**src/rtl/cnn_pkg.sv**
```systemverilog
// -----------------------------------------------------------------------------
// cnn_pkg
//   Shared definitions for the CNN front-end blocks.
//   - WI_DEF   : default pixel width (signed pixels)
//   - state_e  : sequencer state encoding (IDLE=0, RUN=1, FLUSH=2, DONE=3)
//   - clog2    : counter-width helper, never returns less than one bit
//   - pack_win : assembles one {left, mid, right} window row, left in the MSBs
// -----------------------------------------------------------------------------
package cnn_pkg;

    localparam int WI_DEF = 8;
    // Widest pixel pack_win can carry; narrower pixels sit in the low bits.
    localparam int WI_MAX = 32;

    typedef enum logic [1:0] {
        ST_IDLE  = 2'd0,
        ST_RUN   = 2'd1,
        ST_FLUSH = 2'd2,
        ST_DONE  = 2'd3
    } state_e;

    // Ceiling log2 with a floor of 1 so that degenerate sizes still get a
    // legal one-bit counter.
    function automatic int clog2(input int n);
        int r;
        r = 0;
        for (int i = 0; i < 31; i++) begin
            if ((1 << i) < n) begin
                r = i + 1;
            end
        end
        return (r < 1) ? 1 : r;
    endfunction

    // Packs three pixels of width wi into one window row with left in the
    // MSBs. The caller keeps the low 3*wi bits of the result.
    function automatic logic [3*WI_MAX-1:0] pack_win(
        input logic [WI_MAX-1:0] left,
        input logic [WI_MAX-1:0] mid,
        input logic [WI_MAX-1:0] right,
        input int                wi
    );
        logic [3*WI_MAX-1:0] row;
        row = '0;
        for (int i = 0; i < WI_MAX; i++) begin
            if (i < wi) begin
                row[2*wi + i] = left[i];
                row[wi + i]   = mid[i];
                row[i]        = right[i];
            end
        end
        return row;
    endfunction

endpackage

```
**src/rtl/conv_line_buffer.sv**
```systemverilog
// -----------------------------------------------------------------------------
// conv_line_buffer
//   Two-line pixel store for the 3x3 window generator. Line A holds row r-2,
//   line B holds row r-1 for the column currently being addressed.
//   Read is asynchronous and the write lands on the clock edge, so a read
//   and write of the same column in one cycle returns the old contents.
// Ports
//   iClk   in   clock
//   iWe    in   write enable: shift column iAddr down (B->A, iPix->B)
//   iAddr  in   column address
//   iPix   in   new pixel for line B
//   oTop   out  line A at iAddr (row r-2)
//   oMid   out  line B at iAddr (row r-1)
// -----------------------------------------------------------------------------
module conv_line_buffer
    import cnn_pkg::*;
#(
    parameter int WI    = WI_DEF,
    parameter int DEPTH = 28,
    localparam int AW   = clog2(DEPTH)
) (
    input  logic                 iClk,
    input  logic                 iWe,
    input  logic [AW-1:0]        iAddr,
    input  logic signed [WI-1:0] iPix,
    output logic signed [WI-1:0] oTop,
    output logic signed [WI-1:0] oMid
);

    logic [WI-1:0] mem_a [DEPTH];
    logic [WI-1:0] mem_b [DEPTH];

    assign oTop = mem_a[iAddr];
    assign oMid = mem_b[iAddr];

    // NOTE: the arrays have no reset: their contents are never observed until
    // the row counter proves two full lines were written, and leaving reset
    // off lets them map onto RAM. Non-blocking writes keep the B->A move
    // reading the pre-edge value of B.
    always_ff @(posedge iClk) begin
        if (iWe) begin
            mem_a[iAddr] <= mem_b[iAddr];
            mem_b[iAddr] <= iPix;
        end
    end

endmodule

```
**src/rtl/conv3x3_window_ctrl.sv**
```systemverilog
// -----------------------------------------------------------------------------
// conv3x3_window_ctrl
//   Frame sequencer and 3x3 window generator in front of the convolution
//   datapath. Accepts one IMG_W x IMG_H raster per iStart, emits every
//   fully-populated 3x3 window (no padding), waits CONV_LAT+1 cycles for the
//   downstream pipeline to drain, then pulses oDone.
// Ports
//   iClk, iRst         clock, synchronous active-high reset
//   iStart             start-of-frame pulse, honoured only in IDLE
//   iPixValid/iPixData input pixel stream, accepted when oPixReady is high
//   oPixReady          high while in RUN
//   oWinValid          registered window strobe
//   oWinRow1..3        window rows {c-2, c-1, c}, left in MSBs; Row3 is newest
//   oBusy              state != IDLE
//   oDone              one-cycle end-of-frame pulse
// -----------------------------------------------------------------------------
module conv3x3_window_ctrl
    import cnn_pkg::*;
#(
    parameter int WI       = WI_DEF,
    parameter int IMG_W    = 28,
    parameter int IMG_H    = 28,
    parameter int CONV_LAT = 1
) (
    input  logic                 iClk,
    input  logic                 iRst,
    input  logic                 iStart,
    input  logic                 iPixValid,
    input  logic signed [WI-1:0] iPixData,
    output logic                 oPixReady,
    output logic                 oWinValid,
    output logic [3*WI-1:0]      oWinRow1,
    output logic [3*WI-1:0]      oWinRow2,
    output logic [3*WI-1:0]      oWinRow3,
    output logic                 oBusy,
    output logic                 oDone
);

    localparam int CW = clog2(IMG_W);
    localparam int RW = clog2(IMG_H);
    localparam int FW = clog2(CONV_LAT + 1);

    state_e          state_q, state_d;
    logic [RW-1:0]   row_q, row_d;
    logic [CW-1:0]   col_q, col_d;
    logic [FW-1:0]   flush_q, flush_d;
    logic            win_valid_q, win_valid_d;
    logic [3*WI-1:0] win_row1_q, win_row1_d;
    logic [3*WI-1:0] win_row2_q, win_row2_d;
    logic [3*WI-1:0] win_row3_q, win_row3_d;

    logic                 accept;
    logic signed [WI-1:0] lb_top;
    logic signed [WI-1:0] lb_mid;

    assign accept = iPixValid && (state_q == ST_RUN);

    conv_line_buffer #(
        .WI    (WI),
        .DEPTH (IMG_W)
    ) u_line_buffer (
        .iClk  (iClk),
        .iWe   (accept),
        .iAddr (col_q),
        .iPix  (iPixData),
        .oTop  (lb_top),
        .oMid  (lb_mid)
    );

    always_comb begin
        // NOTE: every target gets its hold value first so no path through the
        // case statement can leave one unassigned and infer a latch.
        state_d     = state_q;
        row_d       = row_q;
        col_d       = col_q;
        flush_d     = flush_q;
        win_valid_d = 1'b0;
        win_row1_d  = win_row1_q;
        win_row2_d  = win_row2_q;
        win_row3_d  = win_row3_q;

        case (state_q)
            ST_IDLE: begin
                if (iStart) begin
                    state_d = ST_RUN;
                    row_d   = '0;
                    col_d   = '0;
                end
            end
            ST_RUN: begin
                if (accept) begin
                    // Column shift registers: oldest column drops out of the MSBs.
                    // The c>=2 gate below keeps stale columns from the previous
                    // row out of any emitted window, so no flush at row wrap.
                    win_row1_d  = {win_row1_q[2*WI-1:0], lb_top};
                    win_row2_d  = {win_row2_q[2*WI-1:0], lb_mid};
                    win_row3_d  = {win_row3_q[2*WI-1:0], iPixData};
                    win_valid_d = (row_q >= RW'(2)) && (col_q >= CW'(2));
                    if (col_q == CW'(IMG_W - 1)) begin
                        col_d = '0;
                        if (row_q == RW'(IMG_H - 1)) begin
                            state_d = ST_FLUSH;
                            flush_d = '0;
                        end else begin
                            row_d = row_q + RW'(1);
                        end
                    end else begin
                        col_d = col_q + CW'(1);
                    end
                end
            end
            ST_FLUSH: begin
                // Holds CONV_LAT+1 cycles: counts 0..CONV_LAT.
                if (flush_q == FW'(CONV_LAT)) begin
                    state_d = ST_DONE;
                end else begin
                    flush_d = flush_q + FW'(1);
                end
            end
            ST_DONE: begin
                state_d = ST_IDLE;
            end
            default: begin
                state_d = ST_IDLE;
            end
        endcase
    end

    always_ff @(posedge iClk) begin
        if (iRst) begin
            state_q     <= ST_IDLE;
            row_q       <= '0;
            col_q       <= '0;
            flush_q     <= '0;
            win_valid_q <= 1'b0;
            win_row1_q  <= '0;
            win_row2_q  <= '0;
            win_row3_q  <= '0;
        end else begin
            state_q     <= state_d;
            row_q       <= row_d;
            col_q       <= col_d;
            flush_q     <= flush_d;
            win_valid_q <= win_valid_d;
            win_row1_q  <= win_row1_d;
            win_row2_q  <= win_row2_d;
            win_row3_q  <= win_row3_d;
        end
    end

    assign oPixReady = (state_q == ST_RUN);
    assign oBusy     = (state_q != ST_IDLE);
    assign oDone     = (state_q == ST_DONE);
    assign oWinValid = win_valid_q;
    assign oWinRow1  = win_row1_q;
    assign oWinRow2  = win_row2_q;
    assign oWinRow3  = win_row3_q;

endmodule

```
**config.mk**
```make
export PLATFORM = sky130hd
export DESIGN_NAME = conv3x3_window_ctrl
export DESIGN_NICKNAME = d
export VERILOG_FILES = /design/src/rtl/cnn_pkg.sv /design/src/rtl/conv_line_buffer.sv /design/src/rtl/conv3x3_window_ctrl.sv
export SDC_FILE = /design/constraint.sdc
export NUM_CORES = 1
export LEC_CHECK = 0
export BUFFER_PORTS_ARGS = -buffer_cell sky130_fd_sc_hd__buf_4
export CAP_MARGIN = 20
export CORE_ASPECT_RATIO = 0.8
export CORE_MARGIN = 2
export CORE_UTILIZATION = 30
export DETAILED_ROUTE_END_ITERATION = 10
export HOLD_SLACK_MARGIN = 0.15
export PLACE_DENSITY = 0.45
export RECOVER_POWER = 50
export SETUP_SLACK_MARGIN = 0.1
export SYNTH_ARGS = -nofsm -noshare
export SYNTH_HDL_FRONTEND = slang
export SYNTH_HIERARCHICAL = 1
export SYNTH_SLANG_ARGS = --single-unit
```
**constraint.sdc**
```tcl
create_clock -name iClk -period 4 [get_ports iClk]
set_clock_uncertainty 0.15 [all_clocks]
set_input_delay 0.8 -clock iClk [delete_from_list [all_inputs] [get_ports iClk]]
set_output_delay 0.8 -clock iClk [all_outputs]
set_load 0.02 [all_outputs]
```
======== Word-level counts from Yosys, hierarchy flattened ========
Memory sizes are Yosys's and may differ from the RTL's. A register that Yosys moved wholly into a read port is not among the register bits.
Index checks and enable logic that the tools add are counted.
W data, S select, Z words.
word-level totals
  input bits .............................. 12
  RAM bits ................................ 448
  bits in latches ......................... 0
  memories ................................ 2
  flip-flop bits (word level) ............. 86
  word-level logic and storage cells ...... 63
  bits in read-only memories .............. 0
memory list
  memory               depth  width  read ports  clocked after memory_dff  wr ports  RTL line                source
  u_line_buffer.mem_a  28     8      1           1                         1         conv_line_buffer.sv:30  logic [WI-1:0] mem_a [DEPTH];
  u_line_buffer.mem_b  28     8      1           1                         1         conv_line_buffer.sv:31  logic [WI-1:0] mem_b [DEPTH];
cells by class
  $lt $le $gt $ge ......................... 2
  shifts and indexed selects .............. 0
  $add $sub $neg .......................... 3
  mux-type cells .......................... 23
  reduce and logical (&&, ||, !) cells .... 12
  div/mod/pow operators ................... 0
  equal/unequal tests ..................... 11
  $mul .................................... 0
  bitwise logic cells ..................... 2
operators by type and width
  kind                   number
  $mux W5                8
  $pmux W5 S2            2
  $add A5 B1 Y5 const B  2
  $eq A5 B5 Y1 const B   2
  $ge A5 B2 Y1 const B   2
  $mux W2                5
  $reduce_and A5 Y1      2
  $pmux W2 S4            1
  $mux W1                6
  $ne A2 B1 Y1 const B   3
  $ne A2 B2 Y1 const B   3
  $reduce_bool A2 Y1     3
  $eq A2 B2 Y1 const B   2
  $reduce_and A4 Y1      1
  $reduce_and A3 Y1      1
  $reduce_or A3 Y1       1
  $eq A2 B1 Y1 const B   1
  $logic_and A1 B1 Y1    2
  $logic_not A2 Y1       1
  $not A1 Y1             2
  $pmux W1 S2            1
  $reduce_and A2 Y1      1
  $add A1 B1 Y1 const B  1

======== Depth between registers and ports, before layout ========
  word-level depth ........................ 6
  mapped depth ............................ 10

======== Cells and area by module ========
Netlist, hierarchy kept.
modules (own cells, without submodules)
  module               sequential area each (µm²)  cells an instance  instances  area an instance (µm²)
  conv_line_buffer     13452.9                     859                1          17350.4
  conv3x3_window_ctrl  1721.7                      401                1          3289.4

======== Worst setup path before layout ========
OpenSTA, ideal clock, no wires.
  path type ............................... register to register
  start ................................... register state_q[1]
  end ..................................... memory u_line_buffer/mem_a[4][0] in the netlist's numbering (enable)
  path buffers ............................ 3
  setup time .............................. 0.409 ns
  path slack .............................. 0.396 ns
  cell stages (with the launch flop) ...... 10
  data arrival time ....................... 3.045 ns
  required time ........................... 3.441 ns
  clock period less this slack ............ 3.604 ns
  cell sequence ........................... dfxtp_1 inv_1 ha_1 buf_4 nand2_1 inv_2 buf_2 or3b_1 clkbuf_1 nor3_1
between the ends
  longest elaborated chain between the ends .. 4
ends and longest elaborated chain
  item                           RTL line                    source
  start, declared                conv3x3_window_ctrl.sv:43   state_e state_q, state_d;
  start signal, assigned         conv3x3_window_ctrl.sv:140  state_q <= state_d;
  $eq A2 B1 Y1                   -
  net oPixReady                  conv3x3_window_ctrl.sv:30   output logic oPixReady,
  $logic_and A1 B1 Y1            conv3x3_window_ctrl.sv:56   assign accept = iPixValid && (state_q == ST_RUN);
  net accept                     conv3x3_window_ctrl.sv:52   logic accept;
  $mux W1                        conv_line_buffer.sv:41      if (iWe) begin
  $mux W1 (not written as such)  conv_line_buffer.sv:42      mem_a[iAddr] <= mem_b[iAddr];
  end, declared                  conv_line_buffer.sv:30
The timed path passes the listed nets, and every way through them passes these cells.

======== Worst setup path after layout ========
  start ................................... register col_q[1]
  end ..................................... memory u_line_buffer/mem_a[14][4] in the netlist's numbering (enable)
RTL lines
  item                    RTL line                    source
  start, declared         conv3x3_window_ctrl.sv:45   logic [CW-1:0] col_q, col_d;
  start signal, assigned  conv3x3_window_ctrl.sv:142  col_q <= col_d;
No word-level cell before the write port.

==> run metrics <==
run status finished with violations; violated checks max-capacitance violations, max-slew violations; final setup violation count 0; Final Wtd Congestion between 0.7 and 0.8; top cell type's share of synthesized area 65.2%; HPWL Detailed roughly 35000 um; Core Footprint around 0.068 mm^2; fraction of layout cells with a size suffix above 1 between 10% and 20%; WS Path Type reg2reg; Die Ht 239 um; initial antenna violation count 2; worst reg2reg setup slack around 0.40 ns; post-synthesis async set-or-reset flop share 0%; maximum clock path buffer count 3; crit-path max FO 34; FP Rows 85; area occupied by multi-input gates approximately 0.0050 mm^2; CP Capture Type flop; Final ANT Viol Nets 0; Final TNS setup 0 ns; Setup Buffers After CTS 0; NumNets Final 1434; CP max stage delay about 1.1 ns; Seq cells post-synth 534; CP Launch Type flop; Total GRT Usage roughly 15%; I/O pin cnt 88; Storage cell area between 0.015 and 0.02 mm^2; routed vias/inst around 4.8; maximum vdd drop between 0.0003 and 0.0004 V; Crit-path slowest cell dfxtp_2; Yosys top cell by area edfxtp_1; final hold vios 0; H-Tree Depth 2; fmax 278 MHz; Worst EP arrival 3.65 ns; worst-margin pin slew between 1.5 and 2 ns; HP Class reg2reg; largest net degree at the start of global routing 73; Initial Util around 30%; Hold Crit Start oWinRow1[19]; cts hold-fix bufs 0; syn_nets between 1000 and 1500; CP Data Required Time roughly 4.1 ns; final max-slew violation count 284; Syn. warnings 6; crit path setup slack, layout between 0.4 and 0.5 ns; area grow syn2layout 16.4%; Iter 0 DRT Violations about 920; final wirelength between 50000 and 60000 um; Post-Syn Area slightly above 0.02 mm^2; top post-synthesis cells by area edfxtp_1 65%, dfxtp_1 8.3%, mux4_2 7.2%; sequential area share after synthesis 73.5%; Slew headroom -26.6%; Clk Latency, worst-skew pair ~0.6 ns; mean post-synth cell area 16.4 um^2; DRT Pass-1 Iters 5; most common cell in the synthesized netlist edfxtp_1; RSZ-0062 raised after global routing no; R2R Path End u_line_buffer/mem_a[14][4]; Hold Crit Endpoint oWinRow1[19]; fillers 6631; pwr/cell area 604 mW/mm^2; Most used DFF post-synth edfxtp_1; first-pass GRT wire length 80100 um; synth cell count leaders 448 x edfxtp_1, 197 x nand2_1, 101 x a21oi_1; vias in the first global route 11400; Final Critical Period roughly 3.6 ns; Yosys cell types between 50 and 60; Vias about 11000; WL/cell 23.4 um; drt drc 0; Sink Count ~530; crit-path cells buf_12 > nand3b_1 > nor2_1 > clkbuf_1; Die X between 200 and 300 um; Reg2Reg Depth 4; crit share post-route about nine tenths; Final Core Density a little over a third; hold path depth 2; Root Buffer clkbuf_16; die area between 0.07 and 0.08 mm^2; maxcap violations 8; Reg clk slew, reported paths 0.06 ns; worst r2r src col_q[1]; Cells after Synth approximately 1300; CTS buffer count 53; pre-CTS WS roughly 0.68 ns; Post-synth EDFFs about 450; CTS tree yes; CTS resizes 0; Port Buffers 87; GRT overflow 0; Lkg Pwr 0.00735 uW
registers in the layout, summed over array words and instances, names as in the netlist:
register	cells
oWinValid	1
state_q	2
flush_q	1
u_line_buffer/mem_a	224
oWinRow3	24
oWinRow1	24
row_q	5
col_q	5
u_line_buffer/mem_b	224
oWinRow2	24
stage by stage:
| step | instance area (um^2) | cells | total power [uW] | hold WS [ns] |
|---|---|---|---|---|
| after floorplan | 20600 | 1260 | 8770 | 0.297 |
| after global placement | 22800 | 2271 | 9910 | 0.295 |
| after detailed placement | 22800 | 2271 | 9940 | 0.298 |
| after CTS | 24400 | 2370 | 14800 | 0.306 |
| after global routing | 24000 | 2371 | 15200 | 0.318 |
| final | 24000 | 2372 | 14500 | 0.303 |
logic make-up (layout without fill, tap and decap cells):
family | after synthesis | count (layout) | share of synthesized area [%]
mux | 177 | 177 | 12.7
flops | 534 | 534 | 73.5
simple gates | 302 | 302 | 6.59
compound gates | 156 | 156 | 4.40
buf+inv | 79 | 277 | 2.11
fa+ha+maj | 8 | 8 | 0.485
other cells | 0 | 1 | 0
xor+xnor | 4 | 4 | 0.170
routing by layer:
metal | track usage [%] | wire length, um | vias up
met3 | 3.08 | 2850 | 70
met5 | 0 | 0 | -
li1 | - | - | 5163
met4 | 3.54 | 972 | 0
met1 | 22.4 | 26800 | 5915
met2 | 23.7 | 24800 | 256
worst max-delay path, delay by kind of cell (launching register included):
family / cells / cell delay (ns)
DFF: 1 / 1.14
and+or+nand+nor: 2 / 0.55
buffers and inverters: 2 / 1.34
cell usage in the layout, fill, tap and decap left out, types with 3 or more instances in the layout:
cell type / instances
nand2_1: 197
o22ai_1: 13
nand4_1: 13
o32ai_1: 4
mux2_2: 13
mux2i_1: 97
buf_4: 60
nand2b_1: 5
clkinv_2: 12
nand3_1: 18
clkbuf_2: 5
a21oi_1: 101
clkbuf_1: 103
edfxtp_1: 448
nand3b_1: 6
a31oi_1: 3
nor2b_1: 3
nor2_1: 34
nor3_1: 4
clkinvlp_4: 3
mux4_2: 66
xnor2_1: 4
ha_1: 8
a22oi_1: 17
a211oi_1: 3
buf_12: 6
clkbuf_16: 54
bufinv_16: 3
clkinv_1: 17
dfxtp_1: 84
inv_1: 9
o21ai_1: 3
worst max path at each step:
| stage | cells past startpoint | startpoint | end |
|---|---|---|---|
| 2_1_floorplan | 9 | state_q[1] | u_line_buffer/mem_a[4][0] |
| 3_3_place_gp | 7 | col_q[0] | oWinRow2[1] |
| 3_5_place_dp | 7 | col_q[0] | oWinRow2[1] |
| 4_1_cts | 7 | col_q[0] | oWinRow2[1] |
| 5_1_grt | 8 | col_q[1] | oWinRow2[6] |
| 6_report | 4 | col_q[1] | u_line_buffer/mem_a[14][4] |
area by class of cell:
type	instances	share of cell area (%)
Sequential cell	534	63.2
Multi-Input combinational cell	647	21.0
Clock buffer	61	5.73
Tap cell	913	4.75
Timing Repair Buffer	168	4.04
Clock inverter	38	1.12
Inverter	10	0.156
Antenna cell	1	0.0104
power breakdown:
group | leakage [uW] | switching [uW] | internal [uW]
sequential | 0.00472 | 228 | 6510
combinational | 0.00182 | 1830 | 1160
clock | 0.000806 | 2130 | 2660
total | 0.00735 | 4180 | 10300
(Power assumes the default switching activity.)
